<file path="src/rtl/lcd_hd44780_writer_if.sv">
// ============================================================================
// Module   : lcd_hd44780_writer_if
// Brief    : Write-strobe side and LCD pin side of the HD44780 write engine.
// Revision : 1.0 - initial release
// ============================================================================
`default_nettype none

interface lcd_hd44780_writer_if;
  logic       wr;
  logic       wr_rs;
  logic       wr_nib;
  logic [7:0] wr_data;
  logic       busy;
  logic       err;
  logic       err_clr;
  logic       lcd_e;
  logic       lcd_rw;
  logic       lcd_rs;
  logic [3:0] lcd_db;

  modport master (
    output wr, wr_rs, wr_nib, wr_data, err_clr,
    input  busy, err, lcd_e, lcd_rw, lcd_rs, lcd_db
  );

  modport slave (
    input  wr, wr_rs, wr_nib, wr_data, err_clr,
    output busy, err, lcd_e, lcd_rw, lcd_rs, lcd_db
  );
endinterface

`default_nettype wire

</file>
<file path="src/rtl/lcd_hd44780_writer.sv">
// ============================================================================
// Module   : lcd_hd44780_writer
// Brief    : HD44780 4-bit bus write engine with E timing and execution wait.
// Revision : 1.0 - initial release
// ============================================================================
`default_nettype none

module lcd_hd44780_writer #(
  parameter int unsigned SETUP_CYC     = 2,
  parameter int unsigned E_HIGH_CYC    = 13,
  parameter int unsigned GAP_CYC       = 27,
  parameter int unsigned EXEC_CYC      = 1080,
  parameter int unsigned LONG_EXEC_CYC = 41040,
  parameter int unsigned CNT_W         = 16
) (
  input  logic                 sys_clk,
  input  logic                 rst_n,
  lcd_hd44780_writer_if.slave  bus
);

  generate
    if (SETUP_CYC < 1 || E_HIGH_CYC < 1 || GAP_CYC < 1 || EXEC_CYC < 1 ||
        LONG_EXEC_CYC < 1 || (SETUP_CYC >> CNT_W) != 0 ||
        (E_HIGH_CYC >> CNT_W) != 0 || (GAP_CYC >> CNT_W) != 0 ||
        (EXEC_CYC >> CNT_W) != 0 || (LONG_EXEC_CYC >> CNT_W) != 0) begin : g_bad_params
      $error("lcd_hd44780_writer: cycle parameters must be >= 1 and < 2**CNT_W");
    end
  endgenerate

  localparam logic [CNT_W-1:0] c_setup_ld = CNT_W'(SETUP_CYC - 1);
  localparam logic [CNT_W-1:0] c_ehigh_ld = CNT_W'(E_HIGH_CYC - 1);
  localparam logic [CNT_W-1:0] c_gap_ld   = CNT_W'(GAP_CYC - 1);
  localparam logic [CNT_W-1:0] c_exec_ld  = CNT_W'(EXEC_CYC - 1);
  localparam logic [CNT_W-1:0] c_long_ld  = CNT_W'(LONG_EXEC_CYC - 1);

  typedef enum logic [2:0] {
    S_IDLE  = 3'd0,
    S_SETUP = 3'd1,
    S_EHIGH = 3'd2,
    S_GAP   = 3'd3,
    S_EXEC  = 3'd4
  } state_t;

  state_t           r_state;
  logic [CNT_W-1:0] r_timer;
  logic             r_busy;
  logic             r_err;
  logic             r_lcd_e;
  logic             r_lcd_rs;
  logic [3:0]       r_lcd_db;
  logic [3:0]       r_lo_nib;
  logic             r_second;
  logic             r_long;
  logic             w_long;
  logic             w_tmo;

  // Clear display (0x01) and return home (0x02/0x03) need the long wait
  assign w_long = !bus.wr_rs && !bus.wr_nib && (bus.wr_data[7:2] == 6'd0) &&
                  (bus.wr_data[1:0] != 2'd0);
  assign w_tmo  = (r_timer == '0);

  always_ff @(posedge sys_clk or negedge rst_n) begin
    if (!rst_n) begin
      r_state  <= S_IDLE;
      r_timer  <= '0;
      r_busy   <= 1'b0;
      r_err    <= 1'b0;
      r_lcd_e  <= 1'b0;
      r_lcd_rs <= 1'b0;
      r_lcd_db <= 4'd0;
      r_lo_nib <= 4'd0;
      r_second <= 1'b0;
      r_long   <= 1'b0;
    end else begin
      if (bus.wr && r_busy) begin
        r_err <= 1'b1;
      end else if (bus.err_clr) begin
        r_err <= 1'b0;
      end

      case (r_state)
        S_IDLE: begin
          if (bus.wr) begin
            r_state  <= S_SETUP;
            r_timer  <= c_setup_ld;
            r_busy   <= 1'b1;
            r_lcd_rs <= bus.wr_rs;
            r_lcd_db <= bus.wr_nib ? bus.wr_data[3:0] : bus.wr_data[7:4];
            r_lo_nib <= bus.wr_data[3:0];
            r_second <= !bus.wr_nib;
            r_long   <= w_long;
          end
        end
        S_SETUP: begin
          if (w_tmo) begin
            r_state <= S_EHIGH;
            r_timer <= c_ehigh_ld;
            r_lcd_e <= 1'b1;
          end else begin
            r_timer <= r_timer - CNT_W'(1);
          end
        end
        S_EHIGH: begin
          if (w_tmo) begin
            r_state <= S_GAP;
            r_timer <= c_gap_ld;
            r_lcd_e <= 1'b0;
          end else begin
            r_timer <= r_timer - CNT_W'(1);
          end
        end
        S_GAP: begin
          if (w_tmo) begin
            if (r_second) begin
              r_state  <= S_SETUP;
              r_timer  <= c_setup_ld;
              r_lcd_db <= r_lo_nib;
              r_second <= 1'b0;
            end else begin
              r_state <= S_EXEC;
              r_timer <= r_long ? c_long_ld : c_exec_ld;
            end
          end else begin
            r_timer <= r_timer - CNT_W'(1);
          end
        end
        S_EXEC: begin
          if (w_tmo) begin
            r_state <= S_IDLE;
            r_busy  <= 1'b0;
          end else begin
            r_timer <= r_timer - CNT_W'(1);
          end
        end
        default: begin
          r_state <= S_IDLE;
          r_busy  <= 1'b0;
          r_lcd_e <= 1'b0;
        end
      endcase
    end
  end

  assign bus.busy   = r_busy;
  assign bus.err    = r_err;
  assign bus.lcd_e  = r_lcd_e;
  assign bus.lcd_rw = 1'b0;
  assign bus.lcd_rs = r_lcd_rs;
  assign bus.lcd_db = r_lcd_db;

endmodule

`default_nettype wire
</file>
<file path="src/flat_wrapper.sv">
// flat-port wrapper written by rule: the top's interface ports become plain ports
module lcd_hd44780_writer_flat 
#(
  parameter int unsigned SETUP_CYC     = 2,
  parameter int unsigned E_HIGH_CYC    = 13,
  parameter int unsigned GAP_CYC       = 27,
  parameter int unsigned EXEC_CYC      = 1080,
  parameter int unsigned LONG_EXEC_CYC = 41040,
  parameter int unsigned CNT_W         = 16
)
  (sys_clk, rst_n, bus_wr, bus_wr_rs, bus_wr_nib, bus_wr_data, bus_err_clr, bus_busy, bus_err, bus_lcd_e, bus_lcd_rw, bus_lcd_rs, bus_lcd_db);
  lcd_hd44780_writer_if bus_i ();
  input  logic sys_clk;
  input  logic rst_n;
  input wire logic [$bits(bus_i.wr)-1:0] bus_wr;
  input wire logic [$bits(bus_i.wr_rs)-1:0] bus_wr_rs;
  input wire logic [$bits(bus_i.wr_nib)-1:0] bus_wr_nib;
  input wire logic [$bits(bus_i.wr_data)-1:0] bus_wr_data;
  input wire logic [$bits(bus_i.err_clr)-1:0] bus_err_clr;
  output wire logic [$bits(bus_i.busy)-1:0] bus_busy;
  output wire logic [$bits(bus_i.err)-1:0] bus_err;
  output wire logic [$bits(bus_i.lcd_e)-1:0] bus_lcd_e;
  output wire logic [$bits(bus_i.lcd_rw)-1:0] bus_lcd_rw;
  output wire logic [$bits(bus_i.lcd_rs)-1:0] bus_lcd_rs;
  output wire logic [$bits(bus_i.lcd_db)-1:0] bus_lcd_db;
  assign bus_i.wr = bus_wr;
  assign bus_i.wr_rs = bus_wr_rs;
  assign bus_i.wr_nib = bus_wr_nib;
  assign bus_i.wr_data = bus_wr_data;
  assign bus_i.err_clr = bus_err_clr;
  assign bus_busy = bus_i.busy;
  assign bus_err = bus_i.err;
  assign bus_lcd_e = bus_i.lcd_e;
  assign bus_lcd_rw = bus_i.lcd_rw;
  assign bus_lcd_rs = bus_i.lcd_rs;
  assign bus_lcd_db = bus_i.lcd_db;
  lcd_hd44780_writer #(.SETUP_CYC(SETUP_CYC), .E_HIGH_CYC(E_HIGH_CYC), .GAP_CYC(GAP_CYC), .EXEC_CYC(EXEC_CYC), .LONG_EXEC_CYC(LONG_EXEC_CYC), .CNT_W(CNT_W)) u_core (.sys_clk(sys_clk), .rst_n(rst_n), .bus(bus_i));
endmodule
</file>
<file path="config.mk">
export PLATFORM = sky130hd
export DESIGN_NAME = lcd_hd44780_writer_flat
export DESIGN_NICKNAME = d
export VERILOG_FILES = /design/src/rtl/lcd_hd44780_writer_if.sv /design/src/rtl/lcd_hd44780_writer.sv /design/src/flat_wrapper.sv
export SDC_FILE = /design/constraint.sdc
export NUM_CORES = 1
export LEC_CHECK = 0
export BUFFER_PORTS_ARGS = -buffer_cell sky130_fd_sc_hd__buf_2
export CAP_MARGIN = 20
export CORE_ASPECT_RATIO = 0.7
export CORE_MARGIN = 4
export CORE_UTILIZATION = 57
export CTS_CLUSTER_DIAMETER = 100
export CTS_CLUSTER_SIZE = 40
export DETAILED_ROUTE_END_ITERATION = 16
export PLACE_DENSITY_LB_ADDON = 0.15
export SETUP_SLACK_MARGIN = 0.15
export SYNTH_ARGS = -nofsm -noshare
export SYNTH_HDL_FRONTEND = slang
export SYNTH_SLANG_ARGS = --single-unit
</file>
<file path="constraint.sdc">
create_clock -name sys_clk -period 4.95 [get_ports sys_clk]
set_input_delay 0.2475 -clock sys_clk [delete_from_list [all_inputs] [get_ports sys_clk]]
set_output_delay 0.2475 -clock sys_clk [all_outputs]
set_load 0.05 [all_outputs]
</file>
After elaboration in Yosys (flattened, before gate mapping)
Index checks and enable logic that the tools add are counted.
{ "word_totals": {"reg_bits": 33, "latchBits": 0, "ramBits": 0, "mem_bits_ro": 0, "out_inout_bits": 9, "mem_count": 0} }
{ "op_classes": {"add_sub_neg": 1, "multipliers": 0, "div": 0, "order_cmp": 0, "eq_ne": 11, "shift": 0, "n_mux": 29, "bitwise_logic": 2, "reduce_logical": 22} }
{ "ops": {"columns": ["cell", "n"], "rows": [
  ["two-way mux 16 bit", 7],
  ["one-hot mux 16 bit (5 select lines)", 1],
  ["two-way mux 3 bit", 6],
  ["zero test 16 bit", 1],
  ["two-way mux 4 bit", 4],
  ["subtractor 16 x 1 -> 16 bit (second input constant)", 1],
  ["one-hot mux 3 bit (5 select lines)", 1],
  ["AND reduction 3 bit", 4],
  ["inequality test 2 x 1 -> 1 bit (second input constant)", 5],
  ["one-hot mux 4 bit (2 select lines)", 1],
  ["== test 3 x 2 -> 1 bit (second input constant)", 2],
  ["zero test 6 bit", 1],
  ["two-way mux 1 bit", 6],
  ["one-hot mux 1 bit (3 select lines)", 2],
  ["nonzero test 2 bit", 3],
  ["OR reduction 3 bit", 2],
  ["AND reduction 5 bit", 1],
  ["nonzero test 5 bit", 1],
  ["logical AND 1 bit", 4],
  ["inequality test 2 bit (second input constant)", 2],
  ["AND reduction 4 bit", 1],
  ["== test 3 x 1 -> 1 bit (second input constant)", 1],
  ["== test 3 bit (second input constant)", 1],
  ["zero test 3 bit", 1],
  ["other kinds (4)", 6]
]} }

Longest topological paths before layout
{ "logic_depth": {"ltp_word": 4, "depth_mapped": 9} }

Worst setup path after synthesis
Ideal clock, no wire load.
{ "synth_path": {"path_kind": "register -> register", "startpoint": "reg u_core.r_timer[6]", "endpoint": "reg u_core.r_timer[5]", "setup_ns": 0.124, "t_arrival_ns": 2.077, "t_required_ns": 4.826, "setup_slack_ns": 2.749, "path_stages_with_launch": 6, "path_buffers": 0, "synth_period_minus_slack_ns": 2.201, "path_cell_list": "dfrtp_1 -> or4_4 -> or4_4 -> a311oi_2 -> a211oi_1 -> a211o_1"} }
{ "synth_between": {"elab_chain_cells": 3, "word_cells_on_any_way": 7, "cone_classes": "eq/ne: 1; mux: 4; reduce/logical: 2"} }
{ "synth_rtl": {"columns": ["element", "line", "rtl"], "rows": [
  ["start: declaration", "lcd_hd44780_writer.sv:45", "logic [CNT_W-1:0] r_timer;"],
  ["start signal: assignment", "lcd_hd44780_writer.sv:85", "r_timer <= c_setup_ld;"],
  ["start signal: assignment", "lcd_hd44780_writer.sv:97", "r_timer <= c_ehigh_ld;"],
  ["start signal: assignment", "lcd_hd44780_writer.sv:100", "r_timer <= r_timer - CNT_W'(1);"],
  ["zero test 16 bit *", "lcd_hd44780_writer.sv:60", "assign w_tmo = (r_timer == '0);"],
  ["two-way mux 16 bit, or another cell as far along", "lcd_hd44780_writer.sv:113", "if (w_tmo) begin"],
  ["one-hot mux 16 bit (5 select lines) / AND reduction 3 bit (equally long branches)", null, null]
]} }
Mark *: on every way between the ends. The rest lies on a longest branch, timed or not.
A chain may end at the register's enable or synchronous reset.

Worst setup path after layout
{ "layout_path": {"startpoint": "reg u_core.r_timer[0]", "endpoint": "reg u_core.r_lcd_db[1] (netlist: u_core.bus.lcd_db[1])"} }
{ "layout_between": {"elab_chain_cells": 3} }
{ "layout_rtl": {"columns": ["element", "line", "rtl"], "rows": [
  ["zero test 16 bit", "lcd_hd44780_writer.sv:60", null],
  ["inequality test 2 x 1 -> 1 bit (no source line)", null, null],
  ["AND reduction 4 bit (no source line)", null, null],
  ["end signal: assignment", "lcd_hd44780_writer.sv:88", "r_lcd_db <= bus.wr_nib ? bus.wr_data[3:0] : bus.wr_data[7:4];"],
  ["end signal: assignment", "lcd_hd44780_writer.sv:117", "r_lcd_db <= r_lo_nib;"],
  ["end: declaration", "lcd_hd44780_writer.sv:50", "logic [3:0] r_lcd_db;"]
]} }
No other way between the ends.

==> metrics.log <==
[metrics] outcome: finished, final reports clean
[metrics] setup repair after global routing missed its margin: false
[metrics] prevailing post-synth register cell: sky130_fd_sc_hd__dfrtp_1
[metrics] reported max-cap violation count: 0
[metrics] time the final worst path needs with I/O delays and setup: 2.63 ns
[metrics] vertical extent of the die: 59.1 um
[metrics] most used standard cell by instance count after synthesis: sky130_fd_sc_hd__dfrtp_1
[metrics] count of warnings emitted by yosys: 0
[metrics] terminus of the critical flop-to-flop path: u_core.bus.lcd_db[1]$_DFFE_PN0P_
[metrics] clock latency at the later pin of the worst-skew pair: 0.29 ns
[metrics] global-route wire length before repair: 8.47 mm
[metrics] Rel. slew slack: 50.8%
[metrics] Final Hold Violating Endpoints: 0
[metrics] most instantiated cells after synthesis: 33 x sky130_fd_sc_hd__dfrtp_1, 28 x sky130_fd_sc_hd__nand2_1, 20 x sky130_fd_sc_hd__o21ai_0, 18 x sky130_fd_sc_hd__nor2_1, 15 x sky130_fd_sc_hd__a21oi_1
[metrics] Final ANT Viol Nets: 0
[metrics] number of buffers inserted by port buffering: 21
[metrics] maximum number of pins on one net before global-route repair: 34
[metrics] worst clock skew: 0.00243 ns
[metrics] total setup buffers inserted after CTS: 0
[metrics] routability-driven placement congestion ratio: 0.893
[metrics] global router's overall resource usage: 23.2%
[metrics] standard cell core area: 3560 um^2
[metrics] proportion of layout cells with a drive suffix above 1: 16.0%
[metrics] antenna cells: 0
[metrics] total number of nets in the final design: 277
[metrics] dominant cell type by area after synthesis: sky130_fd_sc_hd__dfrtp_1
[metrics] reg2reg start: u_core.r_timer[0]$_DFFE_PN0P_
[metrics] number of vias per cell: 6.36
[metrics] number of buffers added to fix hold violations after cts: 0
[metrics] total routed wirelength: 5.05 mm
[metrics] number of cells on the worst reg-to-reg path: 7
[metrics] fraction of registers with async set/reset: 100%
[metrics] DRC errors left: 0
[metrics] crit-path max cell delay: 0.58 ns
[metrics] clk buf depth: 2
[metrics] VDD IR max: 0.000132 V
[metrics] critical-path cell with the highest stage delay: sky130_fd_sc_hd__and4_1
[metrics] timing endpoint of the critical path: u_core.bus.lcd_db[1]$_DFFE_PN0P_
[metrics] routed wire length per instance: 16.1 um
[metrics] critical path type: reg -> reg
[metrics] sequence of cells on the critical path: inv_1 -> ha_1 -> nor3b_2 -> and4_1 -> nand4_1 -> a21oi_1 -> mux2i_1
[metrics] number of synthesized flops with an enable pin: 0
[metrics] quantity of gates resized following cts: 0
[metrics] start point of the critical path: u_core.r_timer[0]$_DFFE_PN0P_
[metrics] Final Hold Slack: 0.0170 ns
[metrics] overall via count from detail_route: 1992
[metrics] HPWL after DPL: 3.69 mm
[metrics] number of distinct standard cells referenced by the synthesized netlist: 51
[metrics] total grt overflow: 0
[metrics] required arrival time at the worst endpoint: 5.16 ns
[metrics] buffer cell driving the clock tree root: sky130_fd_sc_hd__clkbuf_8
[metrics] Initial DRT Pass Iterations: 4
[metrics] layout-stage area growth over the synthesis result: 8.84%
[metrics] die width: 81.0 um
[metrics] number of standard cells after synthesis: 250
[metrics] net count of the mapped netlist: 265
[metrics] post-synthesis instance area: 2120 um^2
[metrics] class of the worst hold path: in -> async
[metrics] final worst-path cycle share: 53.2%
[metrics] Mean Syn Cell Area: 8.49 um^2
[metrics] part of the Yosys area used for sequential elements: 38.9%
[metrics] row count: 18
[metrics] setup_tns: 0 ns
[metrics] Starting Density: 59.7%
[metrics] PwrDens: 214 nW/um^2
[metrics] worst-path maximum fanout: 15
[metrics] maximum clock frequency: 0.380 GHz
[metrics] Tightest Pin Transition: 0.737 ns
[metrics] Setup Viol. Count Final: 0
[metrics] startpoint kind of the worst setup timing path: flop
[metrics] Synth area leaders: sky130_fd_sc_hd__dfrtp_1 39%, sky130_fd_sc_hd__nand2_1 4.9%, sky130_fd_sc_hd__o21ai_0 4.7%
[metrics] final cell utilization of the core: 64.9%
[metrics] clock transition at the register clock pins on the worst setup and hold paths after CTS: 0.07 ns
[metrics] drt initial violations: 244
[metrics] setup slack of the most critical reg-to-reg path: 2.32 ns
[metrics] clock tree from TritonCTS: done
[metrics] critical path arrival: 2.85 ns
[metrics] max-slew violation count: 0
[metrics] initial antenna violation count: 0
[metrics] CP Capture Type: flop
[metrics] total design power: 494 uW
[metrics] via count of the first global-routing pass: 1676
[metrics] clock buffers created by TritonCTS: 5
[metrics] number of H-tree branching levels: 2
[metrics] number of clock sinks seen by CTS: 33
[metrics] static leakage power: 0.949 nW
[metrics] count of state elements after synthesis: 33
[metrics] number of top-level pins: 23
[metrics] area of the die: 4780 um^2
[metrics] Synth top area share: 38.9%
-- state kept, by name, summed over array words and instances, names as in the netlist --
signal,flops
u_core.bus.busy,1
u_core.bus.err,1
u_core.bus.lcd_db,4
u_core.bus.lcd_e,1
u_core.bus.lcd_rs,1
u_core.r_lo_nib,4
u_core.r_long,1
u_core.r_second,1
u_core.r_state,3
u_core.r_timer,16
-- cell families (layout without fill, tap and decap cells) --
| kind of cell | after synthesis | after routing | synth area share (%) |
|---|---|---|---|
| muxes | 14 | 14 | 6.89 |
| adders and majority gates | 1 | 1 | 0.589 |
| and+or+nand+nor | 95 | 95 | 23.5 |
| other | 1 | 1 | 0.177 |
| buffers and inverters | 25 | 38 | 4.71 |
| DFF | 33 | 33 | 38.9 |
| AOI/OAI and AO/OA | 79 | 79 | 24.4 |
| xor gates and xnor gates | 2 | 2 | 0.825 |
-- area by class of cell --
cell class	count	area, um^2
multi-input cells	192	1200
clock buffers	5	68.8
fillers	323	1250
clock inverters	3	17.5
repair buffers	21	105
inverters	9	33.8
well taps	50	62.6
flip-flops and latches	33	826
-- power by group --
| group | leakage (nW) | switching, mW | internal (mW) |
|---|---|---|---|
| logic | 0.499 | 0.0164 | 0.00754 |
| clock network | 0.0439 | 0.103 | 0.0969 |
| registers | 0.406 | 0.000208 | 0.270 |
| total | 0.949 | 0.119 | 0.375 |
-- how the worst min path moves through the flow --
stage	startpoint	endpoint	slack, ns	cells after the start
finish	rst_n	u_core.r_timer[4]$_DFFE_PN0P_	0.02	1
global route	rst_n	u_core.r_timer[3]$_DFFE_PN0P_	0.06	1
CTS	rst_n	u_core.r_state[0]$_DFFE_PN0P_	0.04	1
detailed placement	rst_n	u_core.r_timer[4]$_DFFE_PN0P_	0.35	1
global placement	rst_n	u_core.r_timer[2]$_DFFE_PN0P_	0.35	1
floorplan	rst_n	u_core.bus.busy$_DFFE_PN0P_	-0.05	0
-- critical path, delay by kind of cell (launching register included) --
kind	cells	cell delay, ns
flops	1	0.43
buf+inv	1	0.08
fa+ha+maj	1	0.19
simple gates	3	1.09
mux	1	0.24
compound gates	1	0.52
-- per-layer routing --
| layer | share of wire, % | wire length (um) | track usage, % |
|---|---|---|---|
| met1 | 50 | 2550 | 36.8 |
| met2 | 40 | 2020 | 30.4 |
| met3 | 8.0 | 402 | 5.78 |
| met4 | 1.6 | 80 | 7.23 |
| met5 | 0 | 0 | 0 |
-- through the flow --
step,area (um^2),std cells,setup WS [ns]
detailed placement,2220,305,2.35
global route,2310,313,2.06
floorplan,2120,250,2.75
global placement,2220,305,2.34
finish,2310,313,2.32
CTS,2310,313,2.32
-- layout by cell type (no fill, tap or decap), drive strengths merged, types with 7 or more instances in the layout --
cell type,n
a211oi,8
a21oi,15
buf,21
dfrtp,33
inv,7
mux2i,9
nand2,28
nor2,18
nor3,7
nor4,9
o21ai,21
o31ai,7
or4,8
Note: power is estimated with default switching activity, not from simulation.
